## src/rtl/muldiv_pkg.sv

```systemverilog
// rtl/muldiv_pkg.sv - op codes and FSM encoding for the iterative multiply/divide unit
package muldiv_pkg;

  localparam logic [2:0] OP_MULT  = 3'b000;
  localparam logic [2:0] OP_MULTU = 3'b001;
  localparam logic [2:0] OP_DIV   = 3'b010;
  localparam logic [2:0] OP_DIVU  = 3'b011;
  localparam logic [2:0] OP_MTHI  = 3'b100;
  localparam logic [2:0] OP_MTLO  = 3'b101;

  typedef enum logic [1:0] {
    S_IDLE = 2'b00,
    S_RUN  = 2'b01,
    S_FIX  = 2'b10
  } state_e;

endpackage

```

## src/rtl/muldiv_unit_if.sv

```systemverilog
// rtl/muldiv_unit_if.sv - start/busy/done request bus and HI/LO read-out for muldiv_unit
interface muldiv_unit_if #(
  parameter int WIDTH = 32
);

  logic             start;
  logic [2:0]       op;
  logic [WIDTH-1:0] a;
  logic [WIDTH-1:0] b;
  logic             flush;
  logic             busy;
  logic             done;
  logic [WIDTH-1:0] hi;
  logic [WIDTH-1:0] lo;

  modport master (
    output start, op, a, b, flush,
    input  busy, done, hi, lo
  );

  modport slave (
    input  start, op, a, b, flush,
    output busy, done, hi, lo
  );

endinterface

```

## src/rtl/muldiv_unit.sv

```systemverilog
// rtl/muldiv_unit.sv - iterative MULT/MULTU/DIV/DIVU unit with HI/LO registers
// Works on operand magnitudes one bit per cycle, then applies sign correction in FIX.
module muldiv_unit
  import muldiv_pkg::*;
#(
  parameter int WIDTH = 32
) (
  input  logic          clk,
  input  logic          rst_n,
  muldiv_unit_if.slave  bus
);

  localparam int CW = $clog2(WIDTH) + 1;

  state_e               state_q, state_d;
  logic [CW-1:0]        cnt_q, cnt_d;
  logic [2*WIDTH-1:0]   acc_q, acc_d;
  logic [WIDTH-1:0]     opnd_q, opnd_d;
  logic                 is_div_q, is_div_d;
  logic                 qneg_q, qneg_d;
  logic                 rneg_q, rneg_d;
  logic [WIDTH-1:0]     hi_q, hi_d;
  logic [WIDTH-1:0]     lo_q, lo_d;
  logic                 done_q, done_d;

  logic                 signed_op;
  logic                 a_neg, b_neg;
  logic [WIDTH-1:0]     a_mag, b_mag;
  logic [WIDTH:0]       mul_sum;
  logic [2*WIDTH-1:0]   mul_next;
  logic [WIDTH:0]       rem_sh;
  logic                 rem_ge;
  logic [WIDTH:0]       rem_new;
  logic [2*WIDTH-1:0]   div_next;
  logic [WIDTH-1:0]     quo_raw, rem_raw;
  logic [2*WIDTH-1:0]   prod_fix;

  assign signed_op = (bus.op == OP_MULT) || (bus.op == OP_DIV);
  assign a_neg     = signed_op && bus.a[WIDTH-1];
  assign b_neg     = signed_op && bus.b[WIDTH-1];
  assign a_mag     = a_neg ? -bus.a : bus.a;
  assign b_mag     = b_neg ? -bus.b : bus.b;

  // Multiply: multiplier sits in the low half and is shifted out as the product shifts in.
  assign mul_sum  = {1'b0, acc_q[2*WIDTH-1:WIDTH]} + (acc_q[0] ? {1'b0, opnd_q} : '0);
  assign mul_next = {mul_sum, acc_q[WIDTH-1:1]};

  // Restoring divide: upper half is the partial remainder, quotient bits enter at the bottom.
  // A zero divisor always "subtracts", which yields an all-ones quotient and |a| as remainder.
  assign rem_sh   = {acc_q[2*WIDTH-1:WIDTH], acc_q[WIDTH-1]};
  assign rem_ge   = (rem_sh >= {1'b0, opnd_q});
  assign rem_new  = rem_ge ? (rem_sh - {1'b0, opnd_q}) : rem_sh;
  assign div_next = {rem_new[WIDTH-1:0], acc_q[WIDTH-2:0], rem_ge};

  assign quo_raw  = acc_q[WIDTH-1:0];
  assign rem_raw  = acc_q[2*WIDTH-1:WIDTH];
  assign prod_fix = qneg_q ? -acc_q : acc_q;

  always_comb begin
    state_d  = state_q;
    cnt_d    = cnt_q;
    acc_d    = acc_q;
    opnd_d   = opnd_q;
    is_div_d = is_div_q;
    qneg_d   = qneg_q;
    rneg_d   = rneg_q;
    hi_d     = hi_q;
    lo_d     = lo_q;
    done_d   = 1'b0;

    case (state_q)
      S_IDLE: begin
        if (bus.start && !bus.flush) begin
          if (!bus.op[2]) begin
            state_d  = S_RUN;
            cnt_d    = CW'(WIDTH);
            is_div_d = bus.op[1];
            if (bus.op[1]) begin
              acc_d  = {{WIDTH{1'b0}}, a_mag};
              opnd_d = b_mag;
              // Divide by zero keeps the all-ones quotient unsigned.
              qneg_d = (a_neg ^ b_neg) && (bus.b != '0);
              rneg_d = a_neg;
            end else begin
              acc_d  = {{WIDTH{1'b0}}, b_mag};
              opnd_d = a_mag;
              qneg_d = a_neg ^ b_neg;
              rneg_d = 1'b0;
            end
          end else if (bus.op == OP_MTHI) begin
            hi_d = bus.a;
          end else if (bus.op == OP_MTLO) begin
            lo_d = bus.a;
          end
        end
      end

      S_RUN: begin
        if (bus.flush) begin
          state_d = S_IDLE;
        end else begin
          acc_d = is_div_q ? div_next : mul_next;
          cnt_d = cnt_q - CW'(1);
          if (cnt_q == CW'(1)) begin
            state_d = S_FIX;
          end
        end
      end

      S_FIX: begin
        state_d = S_IDLE;
        if (!bus.flush) begin
          done_d = 1'b1;
          if (is_div_q) begin
            lo_d = qneg_q ? -quo_raw : quo_raw;
            hi_d = rneg_q ? -rem_raw : rem_raw;
          end else begin
            {hi_d, lo_d} = prod_fix;
          end
        end
      end

      default: begin
        state_d = S_IDLE;
      end
    endcase
  end

  always_ff @(posedge clk or negedge rst_n) begin
    if (!rst_n) begin
      state_q  <= S_IDLE;
      cnt_q    <= '0;
      acc_q    <= '0;
      opnd_q   <= '0;
      is_div_q <= 1'b0;
      qneg_q   <= 1'b0;
      rneg_q   <= 1'b0;
      hi_q     <= '0;
      lo_q     <= '0;
      done_q   <= 1'b0;
    end else begin
      state_q  <= state_d;
      cnt_q    <= cnt_d;
      acc_q    <= acc_d;
      opnd_q   <= opnd_d;
      is_div_q <= is_div_d;
      qneg_q   <= qneg_d;
      rneg_q   <= rneg_d;
      hi_q     <= hi_d;
      lo_q     <= lo_d;
      done_q   <= done_d;
    end
  end

  assign bus.busy = (state_q != S_IDLE);
  assign bus.done = done_q;
  assign bus.hi   = hi_q;
  assign bus.lo   = lo_q;

endmodule

```

## src/flat_wrapper.sv

```systemverilog
// flat-port wrapper written by rule: the top's interface ports become plain ports
module muldiv_unit_flat import muldiv_pkg::*;
#(
  parameter int WIDTH = 32
)
  (clk, rst_n, bus_start, bus_op, bus_a, bus_b, bus_flush, bus_busy, bus_done, bus_hi, bus_lo);
  muldiv_unit_if #(.WIDTH(WIDTH)) bus_i ();
  input  logic clk;
  input  logic rst_n;
  input wire logic [$bits(bus_i.start)-1:0] bus_start;
  input wire logic [$bits(bus_i.op)-1:0] bus_op;
  input wire logic [$bits(bus_i.a)-1:0] bus_a;
  input wire logic [$bits(bus_i.b)-1:0] bus_b;
  input wire logic [$bits(bus_i.flush)-1:0] bus_flush;
  output wire logic [$bits(bus_i.busy)-1:0] bus_busy;
  output wire logic [$bits(bus_i.done)-1:0] bus_done;
  output wire logic [$bits(bus_i.hi)-1:0] bus_hi;
  output wire logic [$bits(bus_i.lo)-1:0] bus_lo;
  assign bus_i.start = bus_start;
  assign bus_i.op = bus_op;
  assign bus_i.a = bus_a;
  assign bus_i.b = bus_b;
  assign bus_i.flush = bus_flush;
  assign bus_busy = bus_i.busy;
  assign bus_done = bus_i.done;
  assign bus_hi = bus_i.hi;
  assign bus_lo = bus_i.lo;
  muldiv_unit #(.WIDTH(WIDTH)) u_core (.clk(clk), .rst_n(rst_n), .bus(bus_i));
endmodule
```

## config.mk

```make
export PLATFORM = sky130hd
export DESIGN_NAME = muldiv_unit_flat
export DESIGN_NICKNAME = d
export VERILOG_FILES = /design/src/rtl/muldiv_pkg.sv /design/src/rtl/muldiv_unit_if.sv /design/src/rtl/muldiv_unit.sv /design/src/flat_wrapper.sv
export SDC_FILE = /design/constraint.sdc
export NUM_CORES = 1
export LEC_CHECK = 0
export CAP_MARGIN = 20
export CORE_UTILIZATION = 50
export CTS_CLUSTER_DIAMETER = 30
export CTS_CLUSTER_SIZE = 8
export DETAILED_ROUTE_END_ITERATION = 10
export PLACE_DENSITY_LB_ADDON = 0.15
export SETUP_SLACK_MARGIN = 0.15
export SYNTH_ARGS = -nofsm -noshare
export SYNTH_HDL_FRONTEND = slang
export SYNTH_SLANG_ARGS = --single-unit
```

## constraint.sdc

```tcl
create_clock -name clk -period 7.3 [get_ports clk]
set_clock_uncertainty 0.15 [all_clocks]
set_input_delay 2.19 -clock clk [delete_from_list [all_inputs] [get_ports clk]]
set_output_delay 2.19 -clock clk [all_outputs]
set_load 0.05 [all_outputs]
```

### Word-level counts from Yosys, hierarchy flattened

Index checks and enable logic that the tools add are counted.
W data, S select, Z words.

* register bits after elaboration: 172
* input bits: 71
* output and inout port bits: 66

* $add $sub $neg: 8
* order comparisons: 1
* equal/unequal tests: 15
* mux-type cells: 40
* bitwise gates (word level): 2
* reduce and logical (&&, ||, !) cells: 17

Operators with widths (count)
* $mux W32: 19
* $mux W64: 5
* $neg A32 Y32: 4
* $pmux W32 S2: 2
* $pmux W64 S2: 1
* $neg A64 Y64: 1
* $add A32 B32 Y33: 1
* $ge A33 B32 Y1: 1
* $reduce_bool A32 Y1: 1
* $sub A32 B32 Y32: 1
* $mux W6: 3
* $pmux W6 S2: 1
* $ne A2 B2 Y1 const B: 5
* $mux W2: 4
* $eq A3 B3 Y1 const B: 2
* $eq A6 B1 Y1 const B: 1
* $ne A2 B1 Y1 const B: 3
* $reduce_and A3 Y1: 2
* $reduce_and A6 Y1: 1
* $reduce_bool A2 Y1: 3
* $sub A6 B1 Y6 const B: 1
* $reduce_and A5 Y1: 1
* $logic_and A1 B1 Y1: 4
* $mux W1: 4
* other kinds (12): 12

### Depth between registers and ports, before layout

Gate-level depths: netlist of run 1.

* depth in word-level cells: 8
* mapped depth: 14
* mapped depth without buffers: 13

### Worst setup path after synthesis of run 1

OpenSTA, ideal clock, no wires.

* kind: in2reg
* from: input port bus_b[4]
* to: register u_core.acc_q[26]
* arrival time: 4.179 ns
* slack: 2.834 ns
* stages: 9
* path buffers: 0
* path through: or4_1 and4b_1 nand2_1 nor4_2 a21oi_1 xor2_1 o211a_1 o21ai_1 o211ai_1

* word-level cells in the longest chain between the ends: 6

Ends and longest elaborated chain
* start: declaration: RTL line flat_wrapper.sv:13 `input wire logic [$bits(bus_i.b)-1:0] bus_b;`
* $neg A32 Y32: RTL line muldiv_unit.sv:42 `assign b_mag = b_neg ? -bus.b : bus.b;`
* $mux W32: RTL line muldiv_unit.sv:42
* $mux W32: RTL line muldiv_unit.sv:78 `if (bus.op[1]) begin`
* $mux W64: RTL line muldiv_unit.sv:74 `if (!bus.op[2]) begin`
* $mux W64: RTL line muldiv_unit.sv:73 `if (bus.start && !bus.flush) begin`
* $pmux W64 S2: RTL line muldiv_unit.sv:71 `case (state_q)`
* end signal: assignment: RTL line muldiv_unit.sv:133 `acc_q <= '0;`
* end signal: assignment: RTL line muldiv_unit.sv:144 `acc_q <= acc_d;`
* end: declaration: RTL line muldiv_unit.sv:17 `logic [2*WIDTH-1:0] acc_q, acc_d;`

No other way between the ends. The select of a mux whose other input is x is not followed.
A chain may end at the register's enable or synchronous reset.

### Final worst setup path of run 1

* from: input port bus_flush
* to: register u_core.acc_q[56]

* word-level cells in the longest chain between the ends: 4
* elaborated cells on any way between the ends: 5
* classes of those cells: eq/ne (2); reduce/logical (3)

Ends and longest elaborated chain
* start: declaration: RTL line flat_wrapper.sv:14 `input wire logic [$bits(bus_i.flush)-1:0] bus_flush;`
* $logic_not A1 Y1: RTL line muldiv_unit.sv:73
* $logic_and A1 B1 Y1: RTL line muldiv_unit.sv:73
* $ne A2 B1 Y1 (no line)
* $reduce_and A4 Y1 (no line) (*)

Every way passes the cells marked *; elsewhere a longest branch is shown, timed or not.

==> qor.tcl, run 1 <==
set qor(status) {completed}
set qor(tritoncts) {done}
set qor(detail_route.iter0.violations) 2099
set qor(synth-edff-count) 0
set qor(hold_slack_ps) 331
set qor(grt_first_pass_wirelength_mm) 87.2
set qor(drv.max_cap_violation_count) 0
set qor(remaining_drc_errors) 0
set qor(end_kind) {flop}
set qor(grtUsageTotal) 0.367
set qor(hold_class) {flop to flop}
set qor(synth_warnings) 0
set qor(synth_fp_nets) 2180
set qor(clk_root_buffer_cell) {sky130_fd_sc_hd__clkbuf_16}
set qor(signed_area_change_from_the_synthesized_netlist_to_the_final_layout_pct) 14.3
set qor(crit_path_max_fanout) 27
set qor(power_switching_share) 0.526
set qor(power_frac_comb) 0.595
set qor(dr.pass1.iters) 8
set qor(worst_ep_required_time_ps) 7520
set qor(routedWlPerCell_um) 23.0
set qor(critical_path.reg2reg.endpoint) {u_core.acc_q[50]}
set qor(yosys_register_bits) 172
set qor(antenna_found_initial) 0
set qor(dp_cells) 2461
set qor(dp_hpwl_mm) 43.8
set qor(std_cell_core_area_um2) 30000
set qor(synth.yosys.seq_area_share) 0.279
set qor(final_nets) 2233
set qor(post-place-ws_ps) 1980
set qor(intPower_mw) 3.40
set qor(tightest_slew_ps) 1010
set qor(timing.final.setup_violations) 0
set qor(synthArstFlopShare) 1.00
set qor(synth.top_cells.by_area) {sky130_fd_sc_hd__dfrtp_1 28%, sky130_fd_sc_hd__a21oi_1 6.9%, sky130_fd_sc_hd__nor2_1 6.7%, sky130_fd_sc_hd__ha_1 5.7%, sky130_fd_sc_hd__nand2_1 5.0%}
set qor(postRouteAntennaNets) 0
set qor(antennaDiodeCount) 0
set qor(die_y_um) 178
set qor(hold_path.startpoint) {u_core.bus.hi[18]}
set qor(seq_power_share) 0.263
set qor(power_dens_cells_nw_per_um2) 406
set qor(synthDominantAreaCellType) {sky130_fd_sc_hd__dfrtp_1}
set qor(final.setup.worst_slack_ps) 2330
set qor(timing.setup.critical_path_class) {input port to flop}
set qor(report.final.slew_viol_count) 0
set qor(hold_path_depth) 2
set qor(total_leakage_power_nw) 7.41
set qor(final.period_utilization) 0.681
set qor(postCtsSetupRepairBufs) 0
set qor(post-route-util) 0.588
set qor(rows) 63
set qor(timing.setup.tns_ps) 0
set qor(post_synthesis_instance_total) 2037
set qor(post_layout_cell_count) 2493
set qor(fp.dieArea_um2) 31600
set qor(fmax_mhz) 201
set qor(yosysTopAreaCellShare) 0.279
set qor(portBuffers) 136
set qor(tritoncts.num_buffers) 17
set qor(synth_commonest_cells) {277 x sky130_fd_sc_hd__nor2_1, 212 x sky130_fd_sc_hd__a21oi_1, 206 x sky130_fd_sc_hd__nand2_1}
set qor(report.power.total_mw) 7.17
set qor(clockBufferDepth) 2
set qor(post_synth.cell_area_avg_um2) 7.59
set qor(ff2ff_setup_slack_ps) 2690
set qor(routed_wirelength_mm) 57.4
set qor(hold_viol_final) 0
set qor(clock_slew_at_the_register_clock_pins_of_the_worst_setup_and_hold_paths_ps) 80
set qor(finalWorstPathRequiredPeriod_ps) 4970
set qor(cts-htree-levels) 4
set qor(placed_area_um2) 17000
set qor(insertion_delay_ps) 450
set qor(yosys.cell_count.top_type) {sky130_fd_sc_hd__nor2_1}
set qor(post_cts.resized_instances) 0
set qor(critical_path.reg2reg.startpoint) {u_core.acc_q[42]}
set qor(ctsHoldBuffers) 0
set qor(mappedNetlistArea_um2) 15500
set qor(grt_max_degree) 106
set qor(net-switching-power_mw) 3.77
set qor(layout_cells_sized_above_1) 0.0490
set qor(first_global_vias) 14800
set qor(initial_core_util) 0.515
set qor(filler_instances) 2802
set qor(synth_ff_type) {sky130_fd_sc_hd__dfrtp_1}
set qor(clock_power_share) 0.142
set qor(startpoint_type) {input port}
set qor(timing.reg2reg.worst_path_depth) 10
set qor(critPathArrivalTime_ps) 5190
set qor(global_route_congestion_overflow_total) 0
set qor(final_wtd_congestion) 1.07
set qor(synth_cell_types) 87
set qor(vias_per_cell) 6.46
set qor(unrepaired_setup_endpoints_after_global_routing) {false}
set qor(detailroute.via_count) 16100
set qor(whs_endpoint) {u_core.bus.hi[18]}
set qor(dieWidth_um) 178
set qor(top_level_ports) 137
set qor(vdd_drop_max_mv) 0.191
set qor(clock_sink_count) 172
set qor(slew_headroom) 0.327
set qor(postLayoutCellArea_um2) 17700
-- power by group through the flow --
stage	registers, mW	clock network [mW]	logic [mW]
global route	1.90	1.06	4.62
global placement	1.85	0	4.12
CTS	1.84	1.02	4.19
floorplan	2.01	0	2.72
detailed placement	1.86	0	4.17
finish	1.89	1.02	4.27
-- cells in the final DEF, fill, tap and decap left out, drive strengths merged, types with 24 or more instances in the layout --
cell           synthesis  final
a211oi                24     24
a21o                  36     36
a21oi                214    214
a31oi                 28     28
buf                   17     25
clkdlybuf4s50          0    134
dfrtp                172    172
ha                    70     70
inv                   67     76
mux2i                 45     45
nand2                207    207
nand3                 31     31
nor2                 277    277
nor3                  44     44
nor4                  28     28
o21ai                162    162
o31ai                 38     38
xnor2                 86     86
xor2                  77     77
-- logic make-up (layout without fill, tap and decap cells) --
logic type,after synthesis,in the layout,share of synthesized area
AND/OR/NAND/NOR,734,734,0.223
flip-flops,172,172,0.279
XOR/XNOR,163,163,0.0924
buffers and inverters,192,258,0.0477
multiplexers,52,52,0.0345
AO/OA/AOI/OAI,652,652,0.265
adder cells (fa/ha/maj),72,72,0.0593
-- sequential cells by signal, indices dropped and copies added, names as in the netlist --
signal / cells
u_core.rneg_q: 1
u_core.cnt_q: 6
u_core.state_q: 2
u_core.bus.lo: 32
u_core.qneg_q: 1
u_core.opnd_q: 32
u_core.is_div_q: 1
u_core.bus.done: 1
u_core.acc_q: 64
u_core.bus.hi: 32
-- worst max-delay path, cell delays in order --
cell and delay (ps):
sky130_fd_sc_hd__clkdlybuf4s50_1 950, sky130_fd_sc_hd__nor3_1 220, sky130_fd_sc_hd__and2_1 210, sky130_fd_sc_hd__buf_4 230
sky130_fd_sc_hd__nor2_2 610, sky130_fd_sc_hd__buf_4 470, sky130_fd_sc_hd__a32oi_1 100, sky130_fd_sc_hd__o21a_1 130
sky130_fd_sc_hd__o21ai_0 60
-- per-layer routing --
metal | up-vias | global-route usage | routed length [um] | part of all wire
met1 | 7597 | 0.515 | 23700 | 0.41
met2 | 931 | 0.555 | 24800 | 0.43
met4 | 0 | 0.152 | 2520 | 0.044
li1 | 7444 | - | - | -
met5 | - | 0 | 0 | 0
met3 | 136 | 0.0617 | 6350 | 0.11
-- cell type report --
| cell class | count | area [um^2] | area share |
|---|---|---|---|
| repair buffers | 159 | 1530 | 0.0868 |
| clock buffers | 17 | 425 | 0.0241 |
| inverters | 67 | 251 | 0.0142 |
| clock inverters | 15 | 216 | 0.0123 |
| well taps | 390 | 488 | 0.0276 |
| multi-input cells | 1673 | 10400 | 0.591 |
| flip-flops and latches | 172 | 4310 | 0.244 |
-- worst max-delay path by stage --
stage | start | endpoint | slack, ps | cells past startpoint
floorplan | bus_b[4] | u_core.acc_q[26] | 2830 | 9
global placement | bus_b[4] | u_core.acc_q[26] | 2030 | 10
detailed placement | bus_flush | u_core.acc_q[56] | 1980 | 9
CTS | bus_flush | u_core.acc_q[56] | 2440 | 9
global route | bus_b[4] | u_core.acc_q[31] | 2220 | 10
finish | bus_flush | u_core.acc_q[56] | 2330 | 9
Note: power is estimated with default switching activity, not from simulation.
==> run 2: changes to the inputs <==
==> constraint.sdc (replaced) <==
create_clock -name clk -period 4 [get_ports clk]
set_clock_uncertainty 0.15 [all_clocks]
set_input_delay 1.2 -clock clk [delete_from_list [all_inputs] [get_ports clk]]
set_output_delay 1.2 -clock clk [all_outputs]
set_load 0.05 [all_outputs]
==> run 2 against run 1 <==
Against the previous run:
- cell count grew 5.6%
- sequential power rose by 61%
- utilization up 3.8 points
- register-to-register slack got worse by 2400 ps
- setup slack got worse by 2100 ps
- largest power group unchanged
- largest cell class unchanged
- routed wire length grew 7.3%
==> qor.tcl, run 2 (synthesis results as in run 1) <==
set qor(clock_sink_count) 172 ;# unchanged
set qor(seq_power_share) 0.222 ;# -0.041
set qor(rows) 63 ;# unchanged
set qor(ctsHoldBuffers) 0 ;# unchanged
set qor(postLayoutCellArea_um2) 18800 ;# +6.4%
set qor(slew_headroom) 0.278 ;# -0.0483
set qor(timing.setup.tns_ps) 0 ;# unchanged
set qor(largest_register_ff_count) 64 ;# unchanged
set qor(critPathArrivalTime_ps) 3920 ;# -1270 ps
set qor(placed_area_um2) 18100 ;# +6.5%
set qor(timing.final.setup_violations) 0 ;# unchanged
set qor(final.setup.worst_slack_ps) 268 ;# -2060 ps
set qor(vdd_drop_max_mv) 0.484 ;# +150%
set qor(total_leakage_power_nw) 8.12 ;# +9.6%
set qor(timing.setup.critical_path_class) {input port to flop}
set qor(detail_route.iter0.violations) 2036 ;# -3.0%
set qor(top_level_ports) 137 ;# unchanged
set qor(vias_per_cell) 6.41 ;# -0.74%
set qor(std_cell_core_area_um2) 30000 ;# unchanged
set qor(power_switching_share) 0.508 ;# -0.0175
set qor(antennaDiodeCount) 0 ;# unchanged
set qor(startpoint_type) {input port}
set qor(post-route-util) 0.626 ;# +0.0376
set qor(crit_path_max_fanout) 3 ;# -89%
set qor(dp_cells) 2598 ;# +5.6%
set qor(timing.reg2reg.worst_path_depth) 13 ;# +3
set qor(clk_root_buffer_cell) {sky130_fd_sc_hd__clkbuf_16}
set qor(multiInputGateArea_um2) 10500 ;# +0.17%
set qor(signed_area_change_from_the_synthesized_netlist_to_the_final_layout_pct) 21.6
set qor(power_frac_comb) 0.646 ;# +0.051
set qor(clockBufferDepth) 2 ;# unchanged
set qor(postRouteAntennaNets) 0 ;# unchanged
set qor(clock_power_share) 0.132 ;# -0.010
set qor(hold_path_depth) 2 ;# unchanged
set qor(routedWlPerCell_um) 23.4 ;# +1.6%
set qor(hold_viol_final) 0 ;# unchanged
set qor(grtUsageTotal) 0.393 ;# +0.0260
set qor(layout.cells.most_common) {sky130_fd_sc_hd__nor2_1}
set qor(die_y_um) 178 ;# unchanged
set qor(first_global_vias) 15500 ;# +4.8%
set qor(end_kind) {flop}
set qor(detailroute.via_count) 16900 ;# +4.8%
set qor(final_wtd_congestion) 1.05 ;# -2.0%
set qor(largest_register) {u_core.acc_q}
set qor(hold_slack_ps) 327 ;# -4.35 ps
set qor(power_dens_cells_nw_per_um2) 730 ;# +80%
set qor(commonest_cells_after_routing_fill_and_taps_aside) {276 x sky130_fd_sc_hd__nor2_1, 212 x sky130_fd_sc_hd__a21oi_1, 205 x sky130_fd_sc_hd__nand2_1, 170 x sky130_fd_sc_hd__dfrtp_1, 158 x sky130_fd_sc_hd__buf_4}
set qor(layout.area.seq_um2) 4310 ;# about the same
set qor(hold_class) {flop to flop}
set qor(tightest_slew_ps) 1080 ;# +70.1 ps
set qor(fmax_mhz) 268
set qor(drv.max_cap_violation_count) 0 ;# unchanged
set qor(initial_core_util) 0.515 ;# unchanged
set qor(dr.pass1.iters) 6 ;# -2
set qor(layout_cells_sized_above_1) 0.111 ;# +0.0616
set qor(remaining_drc_errors) 0 ;# unchanged
set qor(post_layout_cell_count) 2633 ;# +5.6%
set qor(worst_ep_required_time_ps) 4190 ;# -3330 ps
set qor(report.final.slew_viol_count) 0 ;# unchanged
set qor(final_nets) 2374 ;# +6.3%
set qor(dieWidth_um) 178 ;# unchanged
set qor(unrepaired_setup_endpoints_after_global_routing) {true}
set qor(cts-htree-levels) 4 ;# unchanged
set qor(intPower_mw) 6.75 ;# +98%
set qor(routed_wirelength_mm) 61.6 ;# +7.3%
set qor(grt_max_degree) 118 ;# +11%
set qor(status) {completed}
set qor(insertion_delay_ps) 460 ;# about the same
set qor(fp.dieArea_um2) 31600 ;# unchanged
set qor(antenna_found_initial) 0 ;# unchanged
set qor(net-switching-power_mw) 6.97 ;# +85%
set qor(post-place-ws_ps) -27.0 ;# -2010 ps
set qor(dp_hpwl_mm) 47.8 ;# +9.2%
set qor(tritoncts.num_buffers) 17 ;# unchanged
set qor(report.power.total_mw) 13.7 ;# +91%
set qor(portBuffers) 136 ;# unchanged
set qor(filler_instances) 2748 ;# -1.9%
set qor(clock_slew_at_the_register_clock_pins_of_the_worst_setup_and_hold_paths_ps) 80 ;# about the same
set qor(global_route_congestion_overflow_total) 0 ;# unchanged
set qor(grt_first_pass_wirelength_mm) 92.2 ;# +5.7%
set qor(tritoncts) {done}
set qor(final.period_utilization) 0.933
set qor(finalWorstPathRequiredPeriod_ps) 3730
run 2: power groups by stage:
stage | registers [mW] | clock network, mW | logic (mW)
6_report | 3.05 | 1.81 | 8.85
5_1_grt | 3.09 | 1.88 | 9.50
4_1_cts | 3.00 | 1.82 | 8.64
3_5_place_dp | 3.03 | 0 | 8.59
3_3_place_gp | 3.01 | 0 | 8.50
2_1_floorplan | 3.66 | 0 | 4.97
run 2: final cells by class:
type,instances,area share
Multi-Input combinational cell,1673,0.557
Inverter,67,0.0136
Timing Repair Buffer,299,0.142
Clock inverter,11,0.00839
Clock buffer,20,0.0243
Tap cell,390,0.0260
Timing Repair inverter,1,0.000400
Sequential cell,172,0.229
run 2: path summary, 6_finish.rpt:
check	start	to	slack, ps
max in group asynchronous	rst_n	u_core.bus.hi[19]	2200
setup reg to reg	u_core.opnd_q[16]	u_core.acc_q[55]	310
hold / removal	u_core.bus.lo[15]	u_core.bus.lo[15]	330
min in group asynchronous	rst_n	u_core.bus.lo[9]	570
hold reg to reg	u_core.bus.lo[15]	u_core.bus.lo[15]	330
setup / recovery	bus_a[21]	u_core.acc_q[26]	270
run 2: layer usage:
layer,vias to the layer above,share of wire,track usage
met2,969,0.42,0.581
li1,7713,-,-
met4,0,0.050,0.189
met1,8038,0.42,0.541
met3,166,0.11,0.0840
met5,-,0,0
run 2: worst max-delay path, cell delays in order:
cell                              delay, ps
sky130_fd_sc_hd__clkdlybuf4s50_1        540
sky130_fd_sc_hd__nor4_1                 750
sky130_fd_sc_hd__nand2b_1               230
sky130_fd_sc_hd__nor3_1                 340
sky130_fd_sc_hd__a21oi_1                140
sky130_fd_sc_hd__xnor2_1                240
sky130_fd_sc_hd__nand2_1                 90
sky130_fd_sc_hd__o211a_1                140
sky130_fd_sc_hd__o21ai_1                130
sky130_fd_sc_hd__o211ai_1               110
run 2: timing repair:
item / in CTS / in global routing
setup buffers: 0 / 3
endpoints found under the setup margin: 1 / 8
gates cloned: 0 / 1
resized for setup: 1 / 6
